## src/rtl/pc_exception_unit_pkg.sv

```systemverilog
// Shared encodings for the PC/exception unit: FSM states, branch types and exception codes.
package pc_exception_unit_pkg;

    typedef enum logic [1:0] {
        IDLE   = 2'd0,
        EXC_RD = 2'd1,
        EXC_LD = 2'd2
    } exc_state_t;

    localparam logic [1:0] BR_EQ = 2'b00;
    localparam logic [1:0] BR_NE = 2'b01;
    localparam logic [1:0] BR_LE = 2'b10;
    localparam logic [1:0] BR_GT = 2'b11;

    localparam logic [1:0] EXC_NONE   = 2'b00;
    localparam logic [1:0] EXC_OPCODE = 2'b01;
    localparam logic [1:0] EXC_OVF    = 2'b10;
    localparam logic [1:0] EXC_DIV0   = 2'b11;

endpackage

```

## src/rtl/pc_exception_unit_branch_cond.sv

```systemverilog
// Combinational branch resolution from branch type and ALU flags.
module pc_exception_unit_branch_cond
    import pc_exception_unit_pkg::*;
(
    input  logic [1:0] branch_op,
    input  logic       zero,
    input  logic       gt,
    output logic       cond
);

    always_comb begin
        cond = 1'b0;
        unique case (branch_op)
            BR_EQ:   cond = zero;
            BR_NE:   cond = ~zero;
            BR_LE:   cond = ~gt;
            BR_GT:   cond = gt;
            default: cond = 1'b0;
        endcase
    end

endmodule

```

## src/rtl/pc_exception_unit.sv

```systemverilog
// Program counter register with branch-qualified writes and an exception sequence that saves
// EPC, fetches the handler address byte from memory and loads it into PC.
module pc_exception_unit
    import pc_exception_unit_pkg::*;
#(
    parameter logic [31:0] RESET_PC    = 32'd0,
    parameter int unsigned MEM_LATENCY = 1,
    parameter logic [31:0] EXC_BASE    = 32'd253
) (
    input  logic        clk,
    input  logic        reset,
    input  logic [31:0] pc_next,
    input  logic        pc_write,
    input  logic        pc_write_cond,
    input  logic [1:0]  branch_op,
    input  logic        zero,
    input  logic        gt,
    input  logic        exc_req,
    input  logic [1:0]  exc_code,
    input  logic [7:0]  mem_rdata,
    output logic [31:0] pc,
    output logic [31:0] epc,
    output logic [31:0] exc_mem_addr,
    output logic        exc_mem_rd,
    output logic        busy,
    output logic        exc_done
);

    localparam logic [2:0] LastWait = 3'(MEM_LATENCY - 1);

    exc_state_t state;
    logic [1:0] code_q;
    logic [2:0] wait_cnt;
    logic       cond;
    logic       we;
    logic       exc_accept;

    pc_exception_unit_branch_cond u_branch_cond (
        .branch_op (branch_op),
        .zero      (zero),
        .gt        (gt),
        .cond      (cond)
    );

    assign we         = pc_write | (pc_write_cond & cond);
    assign exc_accept = exc_req & (exc_code != EXC_NONE);

    always_ff @(posedge clk or posedge reset) begin
        if (reset) begin
            state    <= IDLE;
            pc       <= RESET_PC;
            epc      <= 32'd0;
            code_q   <= EXC_NONE;
            wait_cnt <= 3'd0;
            exc_done <= 1'b0;
        end else begin
            exc_done <= 1'b0;
            case (state)
                IDLE: begin
                    // An accepted exception takes priority over any PC write this cycle
                    if (exc_accept) begin
                        epc      <= pc - 32'd4;
                        code_q   <= exc_code;
                        wait_cnt <= 3'd0;
                        state    <= EXC_RD;
                    end else if (we) begin
                        pc <= pc_next;
                    end
                end
                EXC_RD: begin
                    wait_cnt <= wait_cnt + 3'd1;
                    if (wait_cnt == LastWait) begin
                        state <= EXC_LD;
                    end
                end
                EXC_LD: begin
                    pc       <= {24'b0, mem_rdata};
                    exc_done <= 1'b1;
                    state    <= IDLE;
                end
                default: state <= IDLE;
            endcase
        end
    end

    always_comb begin
        busy         = (state != IDLE);
        exc_mem_rd   = (state == EXC_RD);
        exc_mem_addr = 32'd0;
        if (busy) begin
            exc_mem_addr = EXC_BASE + 32'(code_q) - 32'd1;
        end
    end

endmodule

```

## config.mk

```make
export PLATFORM = sky130hd
export DESIGN_NAME = pc_exception_unit
export DESIGN_NICKNAME = d
export VERILOG_FILES = /design/src/rtl/pc_exception_unit_pkg.sv /design/src/rtl/pc_exception_unit_branch_cond.sv /design/src/rtl/pc_exception_unit.sv
export SDC_FILE = /design/constraint.sdc
export NUM_CORES = 1
export LEC_CHECK = 0
export BUFFER_PORTS_ARGS = -buffer_cell sky130_fd_sc_hd__buf_4
export CAP_MARGIN = 20
export CORE_MARGIN = 5
export CORE_UTILIZATION = 48
export CTS_BUF_LIST = sky130_fd_sc_hd__clkbuf_16
export DETAILED_ROUTE_END_ITERATION = 16
export MAX_ROUTING_LAYER = met4
export PLACE_DENSITY = 0.79
export SYNTH_ARGS = -nofsm -noshare
export SYNTH_HDL_FRONTEND = slang
export SYNTH_SLANG_ARGS = --single-unit
```

## constraint.sdc

```tcl
create_clock -name clk -period 3.93 [get_ports clk]
set_input_delay 0.786 -clock clk [delete_from_list [all_inputs] [get_ports clk]]
set_output_delay 0.786 -clock clk [all_outputs]
set_load 0.01 [all_outputs]
```

## Word level (Yosys, flattened, before mapping)

Cells that the tools add are included.

| word-level totals | value |
|---|---|
| register bits after elaboration | 72 |
| input bits | 51 |

| operators by class | value |
|---|---|
| add/subtract/negate cells | 4 |
| equal/unequal tests | 9 |
| multiplexer cells | 11 |
| bitwise logic cells | 5 |
| reductions and logical operators | 11 |

Operators by type and width:

| kind | count |
|---|---|
| 32-bit 2-to-1 mux | 3 |
| 32-bit one-hot mux with 2 select lines | 1 |
| 32-bit by 3-bit subtractor with 32-bit output (second input constant) | 1 |
| 9-bit by 1-bit subtractor with 10-bit output (second input constant) | 1 |
| 8-bit by 2-bit adder with 9-bit output (first input constant) | 1 |
| 2-bit nonzero test | 4 |
| 2-bit == test (second input constant) | 3 |
| 2-bit inequality test (second input constant) | 3 |
| 3-bit one-hot mux with 2 select lines | 1 |
| 2-bit AND reduction | 3 |
| 2-bit by 1-bit == test with 1-bit output (second input constant) | 2 |
| 2-bit logical NOT | 2 |
| 2-bit 2-to-1 mux | 2 |
| 1-bit one-hot mux with 4 select lines | 1 |
| 2-bit one-hot mux with 2 select lines | 1 |
| 3-bit by 1-bit adder with 3-bit output (second input constant) | 1 |
| 3-bit logical NOT | 1 |
| 3-bit 2-to-1 mux | 1 |
| 3-bit AND reduction | 1 |
| 1-bit AND | 2 |
| 2-bit by 1-bit inequality test with 1-bit output (second input constant) | 1 |
| 1-bit NOT | 2 |
| 1-bit 2-to-1 mux | 1 |
| 1-bit OR | 1 |

## Longest topological paths before layout

| logic depth | value |
|---|---|
| depth in word-level cells | 7 |
| mapped depth | 6 |
| gate-level depth less buffers | 6 |

## By module

A second synthesis with hierarchy kept.

| second synthesis, totals | value |
|---|---|
| cell total of the unflattened synthesis | 349 |
| area total of the unflattened synthesis | 3543.4 µm² |

By module, submodules not included:

| module | times used | cells each | area an instance (µm²) | sequential area each (µm²) |
|---|---|---|---|---|
| pc_exception_unit | 1 | 346 | 3520.9 | 1801.7 |
| pc_exception_unit_branch_cond | 1 | 3 | 22.5 | 0.0 |

## Least setup slack after synthesis

No wires, ideal clock.

| path | value |
|---|---|
| kind | input to register |
| start point | in gt |
| end point | reg pc[10] |
| data arrival time | 2.084 ns |
| required time | 3.809 ns |
| slack | 1.725 ns |
| cell stages on the path | 6 |
| path through | and2_1 > or3_1 > a21boi_4 > o22ai_2 > buf_2 > a22o_1 |

| between the ends | value |
|---|---|
| longest elaborated chain between the ends | 6 |

RTL lines:

| item | line | text |
|---|---|---|
| start: declaration | pc_exception_unit.sv:17 | `input logic gt,` |
| 1-bit NOT | pc_exception_unit_branch_cond.sv:16 | `BR_LE: cond = ~gt;` |
| 1-bit one-hot mux with 4 select lines * | pc_exception_unit_branch_cond.sv:13 | `unique case (branch_op)` |
| 1-bit AND * | pc_exception_unit.sv:45 | `assign we = pc_write \| (pc_write_cond & cond);` |
| 1-bit OR * | pc_exception_unit.sv:45 |  |
| 2-bit inequality test (no source line) * | n/a |  |
| 3-bit AND reduction (no source line) * | n/a |  |
| end signal: assignment | pc_exception_unit.sv:67 | `pc <= pc_next;` |
| end signal: assignment | pc_exception_unit.sv:77 | `pc <= {24'b0, mem_rdata};` |
| end: declaration | pc_exception_unit.sv:21 | `output logic [31:0] pc,` |

Every way passes the cells marked *; elsewhere a longest branch is shown, timed or not.
A chain may end at the register's enable or synchronous reset.

## Worst setup path after layout

Same ends and word-level chain as after synthesis.

==> out/metrics.csv <==
metric,value,unit
status,completed,
Static Leakage,2.32,nW
Synth warnings,0,
Core Footprint,7650,sq um
pwr/cell area,853,nW/um^2
maxcap violations,0,
Worst Clk Skew,0.00840,ns
Slew HR,31.2,%
clock slew at reported path FFs,0.05,ns
final core occ,64.4,%
WS Path Type,in2reg,
clock sink total,72,
ANT cells,0,
initial drt markers,95,
drt wl/cell,16.4,um
Starting Density,49.0,%
Die H,98.3,um
vias per cell,5.24,
CTS Buf Count,9,
RR Endpoint,pc[10],
CP max stage cell,o21a_1,
met1 Track Usage GR,25.9,%
drc violations,0,
RSZ-0062 raised after global routing,no,
Die ar.,9670,sq um
gr busiest metal,met2,
number of antenna violations at the first check in global routing,0,
Layout area overhead,31.5,%
total grt overflow,0,
vias in the first global route,3139,
max incr delay on CP,0.76,ns
gr usage total,21.2,%
cell count after synthesis,378,
I/O pins,150,
WL final,9.89,mm
Final ANT Viol Nets,0,
"Clk Latency, worst-skew pair",0.33,ns
most frequent cells in the layout,"buf_4 (128), dfrtp_1 (72), nand2_1 (58)",
M2 GR Usage,35.0,%
largest net degree at the start of global routing,61,
min cycle time layout,2.58,ns
Hold Crit Class,reg2reg,
Root Buffer,clkbuf_16,
Final Max Tran Viols,0,
Avg Inst Size Synth,9.91,sq um
PostCTS Resize Cnt,0,
number of synthesized register bits,72,
Least-Margin Pin Slew,1.03,ns
CP Cell Sequence,"buf_4, and2_1, or3_1, a21boi_4, o21a_1, a22o_1",
met3 global-route usage,5.50,%
Setup TNS Final,0,ns
sequential area share after synthesis,48.1,%
FMAX,387,MHz
VDD IR-drop max,0.370,mV
WHS,0.472,ns
DP HPWL,7.40,mm
Tcrit/Tclk final,65.7,%
CTS tree,yes,
Worst setup SP type,input pin,
CTS H-Tree Depth,3,
Mapped Area,3740,sq um
global-route wire length before repair,15.8,mm
Die Wd,98.3,um
share of cells above drive strength 1,32.7,%
gpl congestion,0.815,
CP top delay family,compound AO/OA/AOI/OAI gates,
worst path buffer plus inverter count,1,
cell count along the critical path,6,
R2R setup slack,1.48,ns
CP Data Required Time,4.18,ns
R2R Path Start,state[0],
final setup fails,0,
PortBufs,125,
row cnt,32,
Worst Path Arrival,2.84,ns
CTS Buffer Depth,2,
crit path from,gt,
Post-layout nets,550,
element type at the critical path end,flip-flop,
Post-DP Area,4640,sq um
DR vias,3157,
hold_buf cts,0,
Critical Path End,pc[10],
"commonest non-fill, non-tap cell in the layout",buf_4,
final hold violations,0,
DRT Pass-1 Iters,4,
worst hold stages,2,
CP Max Fanout,24,
R2R cell count,5,
fin area,4920,sq um
post-CTS setup buffer count,0,
synth unique cells,45,
[Yosys cell counts]
cell / n / area (sq um)
nand2_1: 59 / 221
a22o_1: 24 / 210
o22ai_2: 1 / 12.5
and3b_1: 2 / 17.5
buf_2: 7 / 35.0
a21boi_4: 1 / 18.8
dfrtp_1: 72 / 1800
clkbuf_1: 6 / 22.5
nor3_2: 3 / 30.0
xor2_1: 9 / 78.8
buf_4: 30 / 225
nand3_2: 1 / 10.0
o211ai_1: 8 / 60.1
o21a_1: 2 / 15.0
buf_1: 1 / 3.75
mux2_2: 2 / 22.5
nor4b_1: 1 / 8.76
inv_1: 8 / 30.0
o21ai_1: 9 / 45.0
nor4b_2: 2 / 30.0
xnor2_1: 19 / 166
nand4_4: 1 / 21.3
o21ai_0: 21 / 105
nor4_1: 1 / 6.26
nor2b_1: 3 / 18.8
nor3_1: 15 / 75.1
nor4_2: 4 / 50.1
nand3_1: 5 / 25.0
ha_1: 3 / 37.5
conb_1: 1 / 3.75
a31oi_1: 1 / 6.26
o21ai_2: 1 / 8.76
nor2_1: 22 / 82.6
nand4_1: 2 / 12.5
a221oi_1: 8 / 70.1
o31ai_1: 2 / 15.0
nand3b_1: 1 / 7.51
nor3b_2: 1 / 12.5
and2_1: 2 / 12.5
clkinv_1: 1 / 3.75
nand2b_1: 2 / 12.5
nor2_2: 1 / 6.26
and3_1: 1 / 6.26
or3_1: 11 / 68.8
or4_4: 1 / 11.3
[logic make-up after synthesis]
kind of cell             Yosys count  share of synthesized area, %
adder cells (fa/ha/maj)            3                          1.00
XOR/XNOR                          28                          6.55
AO/OA/AOI/OAI                     78                          15.1
multiplexers                       2                         0.601
flip-flops                        72                          48.1
buffers and inverters             53                          8.55
other                              1                         0.100
AND/OR/NAND/NOR                  141                          19.9
[metrics by stage]
step	setup slack, ns	cells	power, W
2_1_floorplan	1.32	401	0.00260
4_1_cts	1.36	603	0.00424
5_1_grt	1.19	603	0.00451
3_3_place_gp	1.10	587	0.00336
3_5_place_dp	1.04	587	0.00345
6_report	1.35	603	0.00420
[state kept, by name, summed over array words and instances (netlist names)]
| register | count |
|---|---|
| pc | 32 |
| code_q | 2 |
| exc_done | 1 |
| epc | 32 |
| wait_cnt | 3 |
| state | 2 |
[final cells by class]
cell class	instances	area [sq um]
repair buffers	128	961
well taps	102	128
multi-input cells	276	1710
clock inverters	7	63.8
fillers	655	2720
flip-flops and latches	72	1800
clock buffers	9	225
inverters	9	33.8
[report_power, final]
group	total [W]	switching [W]	internal, W
clock	0.000784	0.000299	0.000485
combinational	0.00195	0.000990	0.000958
sequential	0.00147	0.000377	0.00109
[worst register-to-register path, delay by kind of cell (launching register included)]
family	cells	cell delay [ns]
flip-flops	1	0.39
buffers and inverters	1	0.23
AO/OA/AOI/OAI	2	1.03
AND/OR/NAND/NOR	2	0.74
[layer usage]
metal  share of wire, %  vias up
met5                  0        -
met4                1.5        0
met3                5.5       10
met2                 52      112
met1                 41     1520
li1                   -     1515
[how the worst min path moves through the flow]
stage / slack [ns] / startpoint / to
floorplan: 0.44 / code_q[0] / code_q[0]
global placement: 0.45 / code_q[0] / code_q[0]
detailed placement: 0.45 / code_q[1] / code_q[1]
CTS: 0.47 / code_q[1] / code_q[1]
global route: 0.50 / code_q[1] / code_q[1]
finish: 0.47 / code_q[1] / code_q[1]
Power figures use the tool's default switching activity.
